$ cat config.mk
export PLATFORM = sky130hd
export DESIGN_NAME = package_feeder_flat
export DESIGN_NICKNAME = d
export VERILOG_FILES = /design/src/rtl/package_feeder_pkg.sv /design/src/rtl/package_feeder_if.sv /design/src/rtl/package_feeder_fifo.sv /design/src/rtl/package_feeder.sv /design/src/flat_wrapper.sv
export SDC_FILE = /design/constraint.sdc
export NUM_CORES = 1
export LEC_CHECK = 0
export BUFFER_PORTS_ARGS = -buffer_cell sky130_fd_sc_hd__buf_2
export CORE_MARGIN = 2
export CORE_UTILIZATION = 57
export DETAILED_ROUTE_END_ITERATION = 16
export PLACE_DENSITY = 0.79
export SLEW_MARGIN = 5
export SYNTH_ARGS = -nofsm -noshare
export SYNTH_HDL_FRONTEND = slang
export SYNTH_SLANG_ARGS = --single-unit
$ cat constraint.sdc
create_clock -name clk -period 2.8 [get_ports clk]
set_input_delay 0.56 -clock clk [delete_from_list [all_inputs] [get_ports clk]]
set_output_delay 0.56 -clock clk [all_outputs]
set_load 0.005 [all_outputs]
$ cat src/rtl/package_feeder_pkg.sv
// Definitions shared by the feeder, the package sorter and their benches:
// the weight bus width, the counter width and the feeder state encodings.
package package_feeder_pkg;

  localparam int WEIGHT_W = 12;
  localparam int CNT_W    = 8;

  typedef enum logic [1:0] {
    IDLE = 2'd0,
    HOLD = 2'd1,
    GAP  = 2'd2
  } feeder_state_e;

endpackage

$ cat src/rtl/package_feeder_if.sv
// Upstream valid/ready package handshake into the feeder.
// The producer uses the master side and the feeder uses the slave side.
interface package_feeder_if #(
  parameter int W = package_feeder_pkg::WEIGHT_W
);

  logic [W-1:0] in_weight;
  logic         in_valid;
  logic         in_ready;

  modport master (output in_weight, output in_valid, input in_ready);
  modport slave  (input in_weight, input in_valid, output in_ready);

endinterface

$ cat src/rtl/package_feeder_fifo.sv
// Small synchronous FIFO that buffers package weights ahead of the bus FSM.
// The head entry is visible on head_o before it is popped.
module feeder_fifo #(
  parameter int W     = 12,
  parameter int DEPTH = 4
) (
  input  logic         clk,
  input  logic         reset,
  input  logic         push_i,
  input  logic         pop_i,
  input  logic [W-1:0] data_i,
  output logic [W-1:0] head_o,
  output logic         full_o,
  output logic         empty_o
);

  localparam int PW = (DEPTH > 1) ? $clog2(DEPTH) : 1;
  localparam logic [PW:0] FULL_CNT = (PW + 1)'(DEPTH);

  logic [W-1:0]  mem_q [DEPTH];
  logic [PW-1:0] wrPtr_q;
  logic [PW-1:0] rdPtr_q;
  logic [PW:0]   count_q;
  logic          doPush;
  logic          doPop;

  assign doPush  = push_i && !full_o;
  assign doPop   = pop_i && !empty_o;
  assign full_o  = (count_q == FULL_CNT);
  assign empty_o = (count_q == '0);
  assign head_o  = mem_q[rdPtr_q];

  // Depth is a power of two, so pointers wrap naturally at their width.
  always_ff @(posedge clk or negedge reset) begin
    if (!reset) begin
      wrPtr_q <= '0;
      rdPtr_q <= '0;
      count_q <= '0;
    end else begin
      if (doPush) wrPtr_q <= wrPtr_q + 1'b1;
      if (doPop)  rdPtr_q <= rdPtr_q + 1'b1;
      case ({doPush, doPop})
        2'b10:   count_q <= count_q + 1'b1;
        2'b01:   count_q <= count_q - 1'b1;
        default: count_q <= count_q;
      endcase
    end
  end

  always_ff @(posedge clk) begin
    if (doPush) mem_q[wrPtr_q] <= data_i;
  end

endmodule

$ cat src/rtl/package_feeder.sv
// Transmitter end of the weight/gap protocol: buffers packages from upstream
// and replays each as HOLD_CYCLES of weight followed by GAP_CYCLES of zero.
module package_feeder
  import package_feeder_pkg::*;
#(
  parameter int HOLD_CYCLES = 1,
  parameter int GAP_CYCLES  = 1,
  parameter int FIFO_DEPTH  = 4
) (
  input  logic                clk,
  input  logic                reset,
  package_feeder_if.slave     up,
  output logic [WEIGHT_W-1:0] weight,
  output logic                busy,
  output logic [CNT_W-1:0]    sent_count,
  output logic [CNT_W-1:0]    drop_count
);

  localparam int MAXC = (HOLD_CYCLES > GAP_CYCLES) ? HOLD_CYCLES : GAP_CYCLES;
  localparam int CW   = (MAXC > 1) ? $clog2(MAXC) : 1;
  localparam logic [CW-1:0] HOLD_LOAD = CW'(HOLD_CYCLES - 1);
  localparam logic [CW-1:0] GAP_LOAD  = CW'(GAP_CYCLES - 1);

  feeder_state_e       state_q, state_d;
  logic [CW-1:0]       cnt_q, cnt_d;
  logic [WEIGHT_W-1:0] weight_q, weight_d;
  logic [CNT_W-1:0]    sent_q, sent_d;
  logic [CNT_W-1:0]    drop_q, drop_d;

  logic                fifoFull;
  logic                fifoEmpty;
  logic [WEIGHT_W-1:0] fifoHead;
  logic                accept;
  logic                pushEn;
  logic                dropEn;
  logic                popEn;

  // Ready is held low while reset is asserted even though the FIFO is empty.
  assign up.in_ready = reset && !fifoFull;
  assign accept      = up.in_valid && up.in_ready;
  assign pushEn      = accept && (up.in_weight != '0);
  assign dropEn      = accept && (up.in_weight == '0);

  feeder_fifo #(
    .W     (WEIGHT_W),
    .DEPTH (FIFO_DEPTH)
  ) u_fifo (
    .clk     (clk),
    .reset   (reset),
    .push_i  (pushEn),
    .pop_i   (popEn),
    .data_i  (up.in_weight),
    .head_o  (fifoHead),
    .full_o  (fifoFull),
    .empty_o (fifoEmpty)
  );

  always_ff @(posedge clk or negedge reset) begin
    if (!reset) begin
      state_q  <= IDLE;
      cnt_q    <= '0;
      weight_q <= '0;
      sent_q   <= '0;
      drop_q   <= '0;
    end else begin
      state_q  <= state_d;
      cnt_q    <= cnt_d;
      weight_q <= weight_d;
      sent_q   <= sent_d;
      drop_q   <= drop_d;
    end
  end

  // Loading from GAP as well as IDLE gives back-to-back packages no idle cycle.
  always_comb begin
    state_d  = state_q;
    cnt_d    = cnt_q;
    weight_d = weight_q;
    sent_d   = sent_q;
    popEn    = 1'b0;
    case (state_q)
      IDLE: begin
        weight_d = '0;
        if (!fifoEmpty) begin
          popEn    = 1'b1;
          weight_d = fifoHead;
          cnt_d    = HOLD_LOAD;
          state_d  = HOLD;
        end
      end
      HOLD: begin
        if (cnt_q != '0) begin
          cnt_d = cnt_q - 1'b1;
        end else begin
          weight_d = '0;
          sent_d   = sent_q + 1'b1;
          cnt_d    = GAP_LOAD;
          state_d  = GAP;
        end
      end
      GAP: begin
        if (cnt_q != '0) begin
          cnt_d = cnt_q - 1'b1;
        end else if (!fifoEmpty) begin
          popEn    = 1'b1;
          weight_d = fifoHead;
          cnt_d    = HOLD_LOAD;
          state_d  = HOLD;
        end else begin
          state_d = IDLE;
        end
      end
      default: begin
        weight_d = '0;
        cnt_d    = '0;
        state_d  = IDLE;
      end
    endcase
  end

  always_comb begin
    drop_d = drop_q;
    if (dropEn && (drop_q != '1)) drop_d = drop_q + 1'b1;
  end

  assign weight     = weight_q;
  assign busy       = !fifoEmpty || (state_q != IDLE);
  assign sent_count = sent_q;
  assign drop_count = drop_q;

endmodule

$ cat src/flat_wrapper.sv
// flat-port wrapper written by rule: the top's interface ports become plain ports
module package_feeder_flat import package_feeder_pkg::*;
#(
  parameter int HOLD_CYCLES = 1,
  parameter int GAP_CYCLES  = 1,
  parameter int FIFO_DEPTH  = 4
)
  (clk, reset, weight, busy, sent_count, drop_count, up_in_weight, up_in_valid, up_in_ready);
  package_feeder_if up_i ();
  input  logic clk;
  input  logic reset;
  output logic [WEIGHT_W-1:0] weight;
  output logic busy;
  output logic [CNT_W-1:0] sent_count;
  output logic [CNT_W-1:0] drop_count;
  input wire logic [$bits(up_i.in_weight)-1:0] up_in_weight;
  input wire logic [$bits(up_i.in_valid)-1:0] up_in_valid;
  output wire logic [$bits(up_i.in_ready)-1:0] up_in_ready;
  assign up_i.in_weight = up_in_weight;
  assign up_i.in_valid = up_in_valid;
  assign up_in_ready = up_i.in_ready;
  package_feeder #(.HOLD_CYCLES(HOLD_CYCLES), .GAP_CYCLES(GAP_CYCLES), .FIFO_DEPTH(FIFO_DEPTH)) u_core (.clk(clk), .reset(reset), .up(up_i), .weight(weight), .busy(busy), .sent_count(sent_count), .drop_count(drop_count));
endmodule
==> impl_metrics.json <==
{
  "ys_seq_area_share_pct": 68.8,
  "critical_path.startpoint_type": "register",
  "synth_area_mm2": 0.00344,
  "yosys_most_used_dff": "sky130_fd_sc_hd__edfxtp_1",
  "critical_path.n_buffers_inverters": 2,
  "fmaxAchievable_mhz": 425,
  "cts_htree_levels": 3,
  "ys_types": 36,
  "cts_root_buf": "sky130_fd_sc_hd__clkbuf_8",
  "regToRegSetupSlack_ps": 440,
  "netlist_instances": 196,
  "overflow": 0,
  "dieWidth_um": 81.7,
  "synth-edff-count": 48,
  "synthXorXnorAreaFrac_pct": 5.09,
  "synth_simple_gate_area_share_pct": 7.67,
  "clock_pin_slew_on_the_worst_setup_and_hold_paths_ps": 80,
  "hold_buffers": 0,
  "worst_setup_path_type": "reg -> reg",
  "drc": 0,
  "period_needed_ps": 2360,
  "grt_first_pass_wirelength_um": 9270,
  "final_common_cell": "sky130_fd_sc_hd__edfxtp_1",
  "worst_ir_drop_vdd_uv": 462,
  "vias": 1846,
  "max_stage_delay_ps": 460,
  "p_leak_nw": 1.61,
  "average_wire_per_cell_in_the_routed_design_um": 17.6,
  "cts_sink_cnt": 85,
  "worst_hold_path_type": "in -> async",
  "biggest_area_consumer_among_synthesized_cells": "sky130_fd_sc_hd__edfxtp_1",
  "critical-path-slowest-cell": "sky130_fd_sc_hd__dfrtp_1",
  "power_density_mw_per_mm2": 933,
  "core-area_mm2": 0.00589,
  "path_delay_family": "adder cells",
  "final-setup-viol-count": 0,
  "finalMaxSlewViolations": 0,
  "final_cycle_utilization_of_the_critical_path_pct": 84.1,
  "worstPathMaxFanout": 8,
  "nets_in_the_synthesized_netlist": 219,
  "cp.required_ps": 3060,
  "tritoncts_clock_tree": "done",
  "synth-async-reset-ratio_pct": 43.5,
  "synth.mux.area_fraction_pct": 8.80,
  "first_pass_iters": 4,
  "dieArea_mm2": 0.00668,
  "clockBufferDepth": 2,
  "most-common-layout-cells": "sky130_fd_sc_hd__edfxtp_1 (48), sky130_fd_sc_hd__buf_2 (44), sky130_fd_sc_hd__dfrtp_1 (37), sky130_fd_sc_hd__xnor2_1 (15)",
  "worstSetupEndpointType": "register",
  "crit_path_frequent_cell": "sky130_fd_sc_hd__inv_1",
  "rsz_0062_raised_after_global_routing": "false",
  "worst_r2r_startpoint": "u_core.u_fifo.count_q[0]$_DFFE_PN0P_",
  "hold-worst-slack_ps": 345,
  "cap_viol_max_count": 0,
  "clock_skew_ps": 9.33,
  "cts.repair_timing.setup_buffer_count": 0,
  "synth_seq_cells": 85,
  "r2r_end": "u_core.u_fifo.count_q[2]$_DFFE_PN0P_",
  "final_layout_size_suffix_gt1_share_pct": 33.9,
  "top_usage_layer": "met2",
  "port_bufs": 44,
  "met2_capacity_usage_during_global_routing_pct": 32.4,
  "clkLatencyLatePin_ps": 330,
  "drt-total-wl_um": 5780,
  "fin_setup_tns_ps": 0,
  "worst_r2r_path_depth": 9,
  "place_hpwl_um": 3900,
  "timing.critical_path.arrival_ps": 2610,
  "cp_cell_sequence": "o311ai_4 -> nor2b_1 -> inv_1 -> ha_1 -> inv_1 -> fa_1 -> xor2_1 -> nor2_1 -> xnor2_1",
  "viasPerCell": 5.61,
  "ioPinCount": 45,
  "area_share_of_the_largest_cell_type_after_synthesis_pct": 41.9,
  "global_route.usage.met1_pct": 25.7,
  "synth_compound_area_share_pct": 4.76,
  "first_global_vias": 1825,
  "synth.area.top_cells": "sky130_fd_sc_hd__edfxtp_1 (42%), sky130_fd_sc_hd__dfrtp_1 (27%), sky130_fd_sc_hd__mux4_2 (7.9%), sky130_fd_sc_hd__xnor2_1 (3.8%), sky130_fd_sc_hd__a22o_1 (3.1%)",
  "worst_slew_pin_tran_ps": 683,
  "floorplan.die.height_um": 81.7,
  "cts_resized": 0,
  "placementRows": 28,
  "detailedRoute.firstIterationViolations": 164,
  "average_footprint_of_a_synthesized_cell_um2": 17.6,
  "syn2layout_area_growth_pct": 15.0,
  "yosys_warnings": 0,
  "gr-usage-all-layers_pct": 19.6,
  "outcome": "finished, final reports clean",
  "final_weighted_congestion_in_routability_driven_placement": 0.701,
  "worst_slew_slack_as_a_fraction_of_its_limit_pct": 54.4,
  "tritoncts.num_buffers": 9,
  "finalHoldViolCount": 0,
  "num_antenna_cells": 0,
  "initial_utilization_pct": 58.5,
  "antenna_left": 0,
  "adder_and_majority_gate_portion_of_the_synthesized_area_pct": 3.13,
  "grt_antenna_before_repair": 0,
  "final_nets": 272,
  "use_met3_pct": 3.96,
  "pin_count_of_the_biggest_net_entering_global_routing": 39,
  "synth_top_family_by_area": "multiplexers"
}
==> worst reg2reg max path, delay by kind of cell (launching register included) <==
family | cells | cell delay (ps)
DFF | 1 | 460
xor gates and xnor gates | 2 | 310
and+or+nand+nor | 2 | 350
adders and majority gates | 2 | 550
AOI/OAI and AO/OA | 1 | 460
buffers and inverters | 2 | 160
==> layout make-up <==
class | instances | area (um2)
Tap cell | 75 | 93.8
Sequential cell | 85 | 2370
Fill cell | 410 | 1930
Inverter | 7 | 26.3
Multi-Input combinational cell | 97 | 1010
Timing Repair Buffer | 49 | 258
Clock inverter | 6 | 61.3
Clock buffer | 10 | 138
==> how the worst max path moves through the flow <==
stage	from	end	cells after the start
2_1_floorplan	up_in_weight[6]	u_core.u_fifo.count_q[2]$_DFFE_PN0P_	11
3_3_place_gp	up_in_weight[1]	u_core.u_fifo.count_q[2]$_DFFE_PN0P_	11
3_5_place_dp	up_in_weight[1]	u_core.u_fifo.count_q[2]$_DFFE_PN0P_	11
4_1_cts	u_core.u_fifo.count_q[0]$_DFFE_PN0P_	u_core.u_fifo.count_q[2]$_DFFE_PN0P_	9
5_1_grt	u_core.u_fifo.count_q[0]$_DFFE_PN0P_	u_core.u_fifo.count_q[2]$_DFFE_PN0P_	9
6_report	u_core.u_fifo.count_q[0]$_DFFE_PN0P_	u_core.u_fifo.count_q[2]$_DFFE_PN0P_	9
==> per-layer routing <==
layer,vias up,wire length (um),share of wire [%]
met5,-,0,0
met4,0,90,1.6
met3,7,194,3.4
met2,38,2960,51
met1,948,2540,44
li1,853,-,-
==> cell usage after synthesis (all sizes together), types with 2 or more instances <==
cell type  number
edfxtp         48
dfrtp          37
xnor2          15
a22o           12
mux4           12
nand3           8
ha              7
inv             7
buf             6
and2            5
nand2           5
nor4            5
xor2            5
nand4           4
nor2            3
a31oi           2
and4            2
mux2            2
nor2b           2
==> through the flow <==
step	utilization, %	power, mW	area [um2]	setup slack [ps]	std cells
after floorplan	-	2.53	3440	368	196
after global placement	63.9	2.83	3760	281	313
after detailed placement	63.9	2.89	3760	125	313
after CTS	67.2	3.74	3960	436	329
after global routing	67.2	3.94	3960	324	329
final	67.2	3.69	3960	445	329
==> state kept, by name, indices dropped and copies added, names as in the netlist <==
register,cells
u_core.u_fifo.mem_q,48
u_core.weight,12
u_core.drop_count,8
u_core.sent_count,8
u_core.u_fifo.count_q,3
u_core.state_q,2
u_core.u_fifo.rdPtr_q,2
u_core.u_fifo.wrPtr_q,2
==> power breakdown <==
| part | internal (mW) | switching [mW] | leakage (nW) |
|---|---|---|---|
| Clock | 0.435 | 0.415 | 0.104 |
| Combinational | 0.544 | 0.468 | 0.593 |
| Sequential | 1.59 | 0.240 | 0.910 |
| Total | 2.57 | 1.12 | 1.61 |
==> cells by family after synthesis <==
group,after synthesis
simple gates,37
flops,85
fa+ha+maj,8
xor+xnor,20
mux,15
buf+inv,14
compound gates,17
No activity file was read; power rests on OpenSTA's default activity.
